File: src/rtl/control_unit.sv
`default_nettype none
// ============================================================================
// control_unit : multi-cycle fetch/decode/execute sequencer and RV32I decoder
// Revision     : 1.0
// ============================================================================
module control_unit #(
  parameter int unsigned MEM_LATENCY  = 1,
  parameter bit          ILLEGAL_HALT = 1'b1
) (
  input  logic       CLK,
  input  logic       reset_n,
  input  logic [6:0] opcode,
  input  logic [2:0] funct3,
  input  logic       funct7_5,
  input  logic       zero,
  output logic       sub,
  output logic       ULA_din2_sel,
  output logic [1:0] RF_din_sel,
  output logic       WE_RF,
  output logic       WE_MEM,
  output logic       load_pc,
  output logic       reset_pc,
  output logic       pc_next_sel,
  output logic       pc_adder_sel,
  output logic       reset_ir,
  output logic       load_ir,
  output logic       halt,
  output logic [2:0] state
);

  typedef enum logic [2:0] {
    S_INIT   = 3'd0,
    S_FETCH  = 3'd1,
    S_DECODE = 3'd2,
    S_EXEC   = 3'd3,
    S_MEM    = 3'd4,
    S_WB     = 3'd5,
    S_HALT   = 3'd7
  } state_t;

  localparam logic [6:0] c_OP_LOAD   = 7'b0000011;
  localparam logic [6:0] c_OP_STORE  = 7'b0100011;
  localparam logic [6:0] c_OP_OP     = 7'b0110011;
  localparam logic [6:0] c_OP_OPIMM  = 7'b0010011;
  localparam logic [6:0] c_OP_AUIPC  = 7'b0010111;
  localparam logic [6:0] c_OP_JAL    = 7'b1101111;
  localparam logic [6:0] c_OP_JALR   = 7'b1100111;
  localparam logic [6:0] c_OP_BRANCH = 7'b1100011;

  // Value the wait counter holds in the last MEM cycle; unused when MEM_LATENCY is 0.
  localparam logic [2:0] c_MEM_LAST  = 3'(MEM_LATENCY - 1);

  state_t     state_q;
  logic [2:0] cnt_q;
  logic       we_rf_q;
  logic       we_mem_q;
  logic       load_pc_q;
  logic       reset_pc_q;
  logic       reset_ir_q;
  logic       load_ir_q;
  logic       halt_q;

  logic       w_is_load;
  logic       w_illegal;
  logic       w_we_rf;
  logic       w_we_mem;
  logic       w_din2;
  logic [1:0] w_rf_sel;
  logic       w_sub;
  logic       w_adder;
  logic       w_next;
  logic       w_sel_en;

  always_comb begin
    w_is_load = 1'b0;
    w_illegal = 1'b0;
    w_we_rf   = 1'b0;
    w_we_mem  = 1'b0;
    w_din2    = 1'b0;
    w_rf_sel  = 2'd0;
    w_sub     = 1'b0;
    w_adder   = 1'b0;
    w_next    = 1'b0;
    case (opcode)
      c_OP_LOAD:   begin w_is_load = 1'b1; w_din2 = 1'b1; w_adder = 1'b1; end
      c_OP_STORE:  begin w_we_mem = 1'b1; w_din2 = 1'b1; w_adder = 1'b1; end
      c_OP_OP:     begin w_we_rf = 1'b1; w_rf_sel = 2'd1; w_sub = funct7_5; w_adder = 1'b1; end
      c_OP_OPIMM:  begin w_we_rf = 1'b1; w_din2 = 1'b1; w_rf_sel = 2'd1; w_adder = 1'b1; end
      c_OP_AUIPC:  begin w_we_rf = 1'b1; w_rf_sel = 2'd3; w_adder = 1'b1; end
      c_OP_JAL:    begin w_we_rf = 1'b1; w_rf_sel = 2'd2; w_adder = 1'b1; w_next = 1'b1; end
      c_OP_JALR:   begin w_we_rf = 1'b1; w_din2 = 1'b1; w_rf_sel = 2'd2; w_next = 1'b1; end
      c_OP_BRANCH: begin
        // beq takes on zero, bne on ~zero; the comparison is a subtract in EXEC.
        if (funct3 == 3'b000 || funct3 == 3'b001) begin
          w_sub   = 1'b1;
          w_adder = 1'b1;
          w_next  = funct3[0] ? ~zero : zero;
        end else begin
          w_illegal = 1'b1;
        end
      end
      default:     w_illegal = 1'b1;
    endcase
  end

  assign w_sel_en = (state_q == S_DECODE) || (state_q == S_EXEC) ||
                    (state_q == S_MEM)    || (state_q == S_WB);

  assign sub          = w_sel_en & w_sub;
  assign ULA_din2_sel = w_sel_en & w_din2;
  assign RF_din_sel   = w_sel_en ? w_rf_sel : 2'd0;
  assign pc_adder_sel = w_sel_en & w_adder;
  assign pc_next_sel  = w_sel_en & w_next;

  // Strobes are registered one cycle ahead, so they follow the state they belong to.
  always_ff @(posedge CLK or negedge reset_n) begin
    if (!reset_n) begin
      state_q    <= S_INIT;
      cnt_q      <= 3'd0;
      we_rf_q    <= 1'b0;
      we_mem_q   <= 1'b0;
      load_pc_q  <= 1'b0;
      reset_pc_q <= 1'b1;
      reset_ir_q <= 1'b1;
      load_ir_q  <= 1'b0;
      halt_q     <= 1'b0;
    end else begin
      we_rf_q    <= 1'b0;
      we_mem_q   <= 1'b0;
      load_pc_q  <= 1'b0;
      reset_pc_q <= 1'b0;
      reset_ir_q <= 1'b0;
      load_ir_q  <= 1'b0;
      case (state_q)
        S_INIT: begin
          state_q   <= S_FETCH;
          load_ir_q <= 1'b1;
        end
        S_FETCH: state_q <= S_DECODE;
        S_DECODE: begin
          if (w_illegal && ILLEGAL_HALT) begin
            state_q <= S_HALT;
            halt_q  <= 1'b1;
          end else begin
            state_q <= S_EXEC;
            cnt_q   <= 3'd0;
            if (!w_is_load) begin
              we_rf_q   <= w_we_rf;
              we_mem_q  <= w_we_mem;
              load_pc_q <= 1'b1;
            end
          end
        end
        S_EXEC: begin
          if (w_is_load) begin
            if (MEM_LATENCY == 0) begin
              state_q   <= S_WB;
              we_rf_q   <= 1'b1;
              load_pc_q <= 1'b1;
            end else begin
              state_q <= S_MEM;
            end
          end else begin
            state_q   <= S_FETCH;
            load_ir_q <= 1'b1;
          end
        end
        S_MEM: begin
          if (cnt_q == c_MEM_LAST) begin
            state_q   <= S_WB;
            we_rf_q   <= 1'b1;
            load_pc_q <= 1'b1;
          end else begin
            cnt_q <= cnt_q + 3'd1;
          end
        end
        S_WB: begin
          state_q   <= S_FETCH;
          load_ir_q <= 1'b1;
        end
        S_HALT: state_q <= S_HALT;
        default: begin
          state_q    <= S_INIT;
          reset_pc_q <= 1'b1;
          reset_ir_q <= 1'b1;
        end
      endcase
    end
  end

  assign WE_RF    = we_rf_q;
  assign WE_MEM   = we_mem_q;
  assign load_pc  = load_pc_q;
  assign reset_pc = reset_pc_q;
  assign reset_ir = reset_ir_q;
  assign load_ir  = load_ir_q;
  assign halt     = halt_q;
  assign state    = state_q;

endmodule
`default_nettype wire

File: config.mk
export PLATFORM = sky130hd
export DESIGN_NAME = control_unit
export DESIGN_NICKNAME = d
export VERILOG_FILES = /design/src/rtl/control_unit.sv
export SDC_FILE = /design/constraint.sdc
export NUM_CORES = 1
export LEC_CHECK = 0
export ABC_CLOCK_PERIOD_IN_PS = 1640
export CAP_MARGIN = 20
export CORE_MARGIN = 2
export CORE_UTILIZATION = 54
export CTS_CLUSTER_SIZE = 25
export DETAILED_ROUTE_END_ITERATION = 10
export DONT_BUFFER_PORTS = 1
export PLACE_DENSITY = 0.83
export SYNTH_ARGS = -nofsm -noshare
export SYNTH_HDL_FRONTEND = slang
export SYNTH_SLANG_ARGS = --single-unit
export TNS_END_PERCENT = 5
File: constraint.sdc
create_clock -name CLK -period 1.64 [get_ports CLK]
set_input_delay 0.164 -clock CLK [delete_from_list [all_inputs] [get_ports CLK]]
set_output_delay 0.164 -clock CLK [all_outputs]
set_load 0.05 [all_outputs]
==> results of run 1 <==
## state kept, by name (all words and copies together) (netlist names)
register	cells
WE_MEM	1
state	3
cnt_q	3
WE_RF	1
load_pc	1
reset_ir	1
load_ir	1
halt	1
## layout by cell type (no fill, tap or decap), types with 2 or more instances in the layout
master,instances
xor2_1,2
and3_1,2
o21ai_0,2
buf_4,12
inv_1,6
nor2_1,9
a31oi_1,3
a21oi_1,4
nor3_1,2
buf_12,3
nand3_1,3
dlygate4sd3_1,4
dfrtp_1,9
a211oi_1,2
clkbuf_4,3
nand2_1,8
dfrtp_2,2
## timing repair
item | in CTS | in global routing
gates resized for setup | 1 | 2
buffers inserted | 1 | 0
hold endpoints to repair | 13 | 0
pin swaps | 2 | 0
hold buffers | 4 | 0
setup endpoints to repair | 4 | 5
## stage by stage
| stage | instance area (um2) | setup WS, ns |
|---|---|---|
| floorplan | 839.6 | -0.2700 |
| global placement | 958.4 | 0.03209 |
| detailed placement | 958.4 | 0.0007453 |
| CTS | 1049 | -0.1522 |
| global route | 1064 | -0.1855 |
| finish | 1064 | -0.1538 |
## kinds of logic (layout without fill, tap and decap cells)
group                    after synthesis  count (layout)  share of synthesized area (%)
AO/OA/AOI/OAI                         20              20                          18.70
XOR/XNOR                               3               3                          3.329
adder cells (fa/ha/maj)                2               2                          3.169
buffers and inverters                 12              29                          6.656
flip-flops                            12              12                          38.19
multiplexers                           1               1                          1.268
AND/OR/NAND/NOR                       39              39                          28.68
## worst max-delay path: cells and delay by family, from the launching register on
family / cells / cell delay, ns
and+or+nand+nor: 2 / 0.59
DFF: 1 / 0.44
buffers and inverters: 1 / 0.16
xor gates and xnor gates: 1 / 0.15
## how the worst max path moves through the flow
stage / slack (ns) / depth (start not counted) / start / to
final: -0.15 / 4 / state[2]$_DFFE_PN0P_ / sub
after global routing: -0.19 / 4 / state[2]$_DFFE_PN0P_ / sub
after CTS: -0.15 / 4 / state[2]$_DFFE_PN0P_ / sub
after detailed placement: 0.0007 / 6 / cnt_q[1]$_DFFE_PN0P_ / cnt_q[2]$_DFFE_PN0P_
after global placement: 0.03 / 6 / cnt_q[1]$_DFFE_PN0P_ / cnt_q[2]$_DFFE_PN0P_
after floorplan: -0.27 / 4 / state[1]$_DFFE_PN0P_ / sub
## final cells by class
| class | count | share of cell area, % |
|---|---|---|
| clock buffers | 4 | 3.412 |
| flip-flops and latches | 12 | 28.59 |
| repair buffers | 19 | 17.88 |
| well taps | 15 | 1.765 |
| inverters | 6 | 2.118 |
| multi-input cells | 65 | 46.24 |
## where the power goes
group	internal [mW]	switching, mW	total, mW
sequential	0.384	0.159	0.543
combinational	0.346	0.514	0.860
clock	0.135	0.103	0.238
## per-layer routing
| metal | share of wire (%) | up-vias | routed length, um | global-route usage (%) |
|---|---|---|---|---|
| met4 | 2.9 | 0 | 60 | 13.13 |
| met5 | 0 | - | 0 | 0 |
| met3 | 7.7 | 8 | 161 | 4.310 |
| met2 | 50 | 46 | 1034 | 39.38 |
| met1 | 40 | 363 | 824 | 30.38 |
| li1 | - | 357 | - | - |
==> flow_metrics.tcl, run 1 <==
set metrics [dict create \
    min_path_cells 2 \
    maxCapViolCount 0 \
    hold_viol 0 \
    routed_via_density 6.397 \
    cts_buffers 3 \
    yosys_warnings 0 \
    synth_largest_area_cell "dfrtp_1" \
    antenna_found_initial 0 \
    fp.dieW_um 42.24 \
    post_drt_wl_per_cell_um 17.19 \
    p_total_mw 1.641 \
    cts_buffer_depth 2 \
    min_from "opcode[6]" \
    ant_nets 0 \
    setup_viol 2 \
    start_util_pct 59.19 \
    layout.cells.non_filler 121 \
    die_h_um 42.24 \
    cts-root-buf "clkbuf_4" \
    r2r_start "cnt_q[1]$_DFFE_PN0P_" \
    post-synth-top-count-cell "dfrtp_1" \
    min_to "WE_RF$_DFF_PN0_" \
    clkTransAtPathRegs_ns 0.08 \
    grt_pass1_wl_mm 3.291 \
    worstSetupPathType "reg2out" \
    grt_max_degree 13 \
    rr_endpoint "cnt_q[2]$_DFFE_PN0P_" \
    num_rows 13 \
    end_kind "output port" \
    ys_top_cells_by_count "dfrtp_1, nor2_1, nand2_1" \
    synth_flop_cell "dfrtp_1" \
    grt_pass1_vias 745 \
    finalCritPeriodShare_pct 109.4 \
    nets 123 \
    violations "negative setup slack" \
    post-route-min-period_ns 1.794 \
    yosysTopAreaCellShare_pct 34.87 \
    yosys_register_bits 12 \
    core_region_area_um2 1334 \
    routed_wl_mm 2.080 \
    synth_cell_types 37 \
    insertion_delay_ns 0.28 \
    diodes 0 \
    detailed_place_hpwl_mm 1.474 \
    synth_edf_count 0 \
    power.density_nw_per_um2 1543 \
    startpoint_type "flop" \
    dp.cells 112 \
    r2r_setup_slack_ns 0.07 \
    min_path_type "in2reg" \
    ctsHtreeMaxLevel 1 \
    fin_ws_ns -0.1538 \
    rsz0062_at_grt "yes" \
    fin_setup_tns_ns -0.2586 \
    cts_tree "done" \
    syn_to_final_growth_pct 34.71 \
    final_util_pct 79.74 \
    reg2reg_depth 6 \
    grt-ovfl-total 0 \
    seq_area_frac_synth_pct 38.19 \
    cellLeakagePower_nw 0.4487 \
    clock_sinks 12 \
    worstMarginPinSlew_ns 0.5441 \
    syn_inst 89 \
    max_clock_freq_mhz 557.5 \
    drc_errors 0 \
    fin_skew_ns 0.004681 \
    mappedNetlistArea_um2 789.5 \
    path_cells "xnor2_2 -> or3_4 -> nor3b_4 -> buf_12" \
    drt_iter0_drc 46 \
    drive_above_1_share_pct 34.91 \
    syn-num-nets 105 \
    firstDrtPassIters 4 \
    hold-worst-slack_ns 0.1207 \
    slew-limit-headroom_pct 63.61 \
    outcome "finished with violations" \
    cp.arrival_ns 1.63 \
    ir_drop_mv 1.158 \
    cpMaxStageDelayCell "dfrtp_2" \
    worstPathRequired_ns 1.48 \
    grt.total_usage_pct 24.31 \
    synth_top_cells_by_area "dfrtp_1, nor2_1, nand2_1" \
    io_pins 30 \
    place.gp.congestion 0.9228 \
    io_buffers 0 \
    num_vias 774 \
    seq_area_um2 304.0 \
    dieArea_um2 1784 \
    fill_cells 77 \
    multi_input_area_um2 491.7 \
    max_stage_delay_ns 0.44 \
    synthArstFlopShare_pct 100.0 \
    slew_violations 0 \
    avgSynthCellArea_um2 8.871 \
    crit_path_max_fanout 3 \
]
(Power assumes the default switching activity.)
==> run 2, diff against run 1 <==
--- a/config.mk
+++ b/config.mk
@@ -16,4 +16,3 @@
 export SYNTH_ARGS = -nofsm -noshare
 export SYNTH_HDL_FRONTEND = slang
 export SYNTH_SLANG_ARGS = --single-unit
-export TNS_END_PERCENT = 5
==> run 2 against run 1 <==
Effect of this change: the flow still finishes with violations (negative setup slack); die area stayed put; largest power group unchanged; first-iteration DRC count is 11% lower; fmax is 3.0% lower; critical endpoint unchanged; final area is 5.4% higher; clock skew is 0.0022 ns lower; global-route usage is 1.0 points higher.
==> flow_metrics.tcl, run 2 (synthesis results as in run 1) <==
set metrics [dict create \
    firstDrtPassIters 4 \
    grt.total_usage_pct 25.33 \
    place.gp.congestion 0.9527 \
    rsz0062_at_grt "yes" \
    setup_viol 2 \
    drt_iter0_drc 41 \
    cp.depth 4 \
    p_total_mw 1.702 \
    min_from "opcode[6]" \
    post-route-min-period_ns 1.849 \
    cpMaxStageDelayCell "dfrtp_2" \
    num_rows 13 \
    min_path_cells 2 \
    start_util_pct 59.19 \
    violations "negative setup slack" \
    max_clock_freq_mhz 540.9 \
    path_cells "xnor2_4 -> or3_4 -> nor3b_4 -> buf_12" \
    maxCapViolCount 0 \
    dieArea_um2 1784 \
    rr_endpoint "cnt_q[2]$_DFFE_PN0P_" \
    max_stage_delay_ns 0.46 \
    outcome "finished with violations" \
    startpoint_type "flop" \
    routed_wl_mm 2.254 \
    cts-root-buf "clkbuf_4" \
    cp.arrival_ns 1.68 \
    cts_tree "done" \
    worstMarginPinSlew_ns 0.5436 \
    drive_above_1_share_pct 36.70 \
    grt_max_degree 13 \
    pre_cts_ws_ns -0.009203 \
    nets 126 \
    hold-worst-slack_ns 0.1240 \
    clkTransAtPathRegs_ns 0.08 \
    cts_buffer_depth 2 \
    cts_buffers 3 \
    detailed_place_hpwl_mm 1.400 \
    insertion_delay_ns 0.28 \
    finalCritPeriodShare_pct 112.7 \
    power.density_nw_per_um2 1518 \
    antenna_found_initial 0 \
    grt_pass1_wl_mm 3.387 \
    critical_path.top_delay_family "simple AND/OR/NAND/NOR gates" \
    num_vias 791 \
    routed_via_density 6.379 \
    ant_nets 0 \
    reg2reg_depth 6 \
    cellLeakagePower_nw 0.4704 \
    fp.dieW_um 42.24 \
    min_path_type "in2reg" \
    critPathBufInv 1 \
    ir_drop_mv 1.440 \
    io_pins 30 \
    crit_path_max_fanout 2 \
    drc_errors 0 \
    end_kind "output port" \
    die_h_um 42.24 \
    core_region_area_um2 1334 \
    fin_ws_ns -0.2086 \
    post_drt_wl_per_cell_um 18.18 \
    r2r_start "cnt_q[1]$_DFFE_PN0P_" \
    min_to "WE_RF$_DFF_PN0_" \
    final_common_cell "buf_4" \
    ctsHtreeMaxLevel 1 \
    r2r_setup_slack_ns 0.07 \
    grt-ovfl-total 0 \
    grt_pass1_vias 717 \
    syn_to_final_growth_pct 42.00 \
    clock_sinks 12 \
    fill_cells 66 \
    io_buffers 0 \
    worstSetupPathType "reg2out" \
    fin_skew_ns 0.002467 \
    worstPathRequired_ns 1.48 \
    hold_viol 0 \
    diodes 0 \
    layout_common_cells "buf_4, dfrtp_1, nor2_1, nand2_1, inv_1" \
    slew_violations 0 \
    slew-limit-headroom_pct 63.64 \
]
run 2: cell types whose count changed in the layout (fill, tap and decap cells not counted), sizes merged:
cell	previous run	this run
buf	15	18
run 2: worst max path at each step:
stage / from / endpoint / slack [ns]
2_1_floorplan: state[1]$_DFFE_PN0P_ / sub / -0.26
5_1_grt: state[2]$_DFFE_PN0P_ / sub / -0.25
3_5_place_dp: state[2]$_DFFE_PN0P_ / cnt_q[1]$_DFFE_PN0P_ / -0.009
6_report: state[2]$_DFFE_PN0P_ / sub / -0.21
3_3_place_gp: state[2]$_DFFE_PN0P_ / cnt_q[1]$_DFFE_PN0P_ / 0.01
4_1_cts: state[2]$_DFFE_PN0P_ / sub / -0.19
run 2: final cells by class:
| cell class | count | area (um2) | share of cell area, % |
|---|---|---|---|
| flip-flops and latches | 12 | 304.0 | 27.12 |
| clock buffers | 4 | 36.28 | 3.237 |
| well taps | 15 | 18.77 | 1.674 |
| multi-input cells | 65 | 519.2 | 46.32 |
| repair buffers | 22 | 220.2 | 19.64 |
| inverters | 6 | 22.52 | 2.009 |
run 2: timing repair:
action                                  in CTS  in global routing
endpoints found under the setup margin       7                  8
buffers inserted                             3                  1
cloned                                       0                  0
pin swaps                                    1                  2
hold endpoints to repair                    13                  0
hold buffers                                 4                  0
gates resized for setup                      1                  5
run 2: through the flow:
step	cells	area [um2]	util, %	setup TNS (ns)
2_1_floorplan	89	862.1	-	-1.402
5_1_grt	124	1121	84.05	-0.4338
3_5_place_dp	112	977.2	73.26	-0.009203
3_3_place_gp	112	977.2	73.26	0
4_1_cts	123	1082	81.14	-0.2789
6_report	124	1121	84.05	-0.3108
run 2: per-layer routing:
layer	up-vias	GRT usage [%]	wire length (um)
met4	0	12.50	97
li1	363	-	-
met1	368	32.62	860
met2	47	40.92	1139
met5	-	0	0
met3	13	3.879	157
run 2: worst register-to-register path: cells and delay by family (launching register included):
kind / cells / cell delay (ns)
flops: 1 / 0.35
compound gates: 3 / 0.66
buf+inv: 2 / 0.26
fa+ha+maj: 1 / 0.20
run 2: report_power, final:
group | switching (mW) | leakage [nW] | internal (mW)
registers | 0.169 | 0.146 | 0.384
clock network | 0.106 | 0.0210 | 0.135
logic | 0.530 | 0.304 | 0.377
total | 0.805 | 0.470 | 0.897
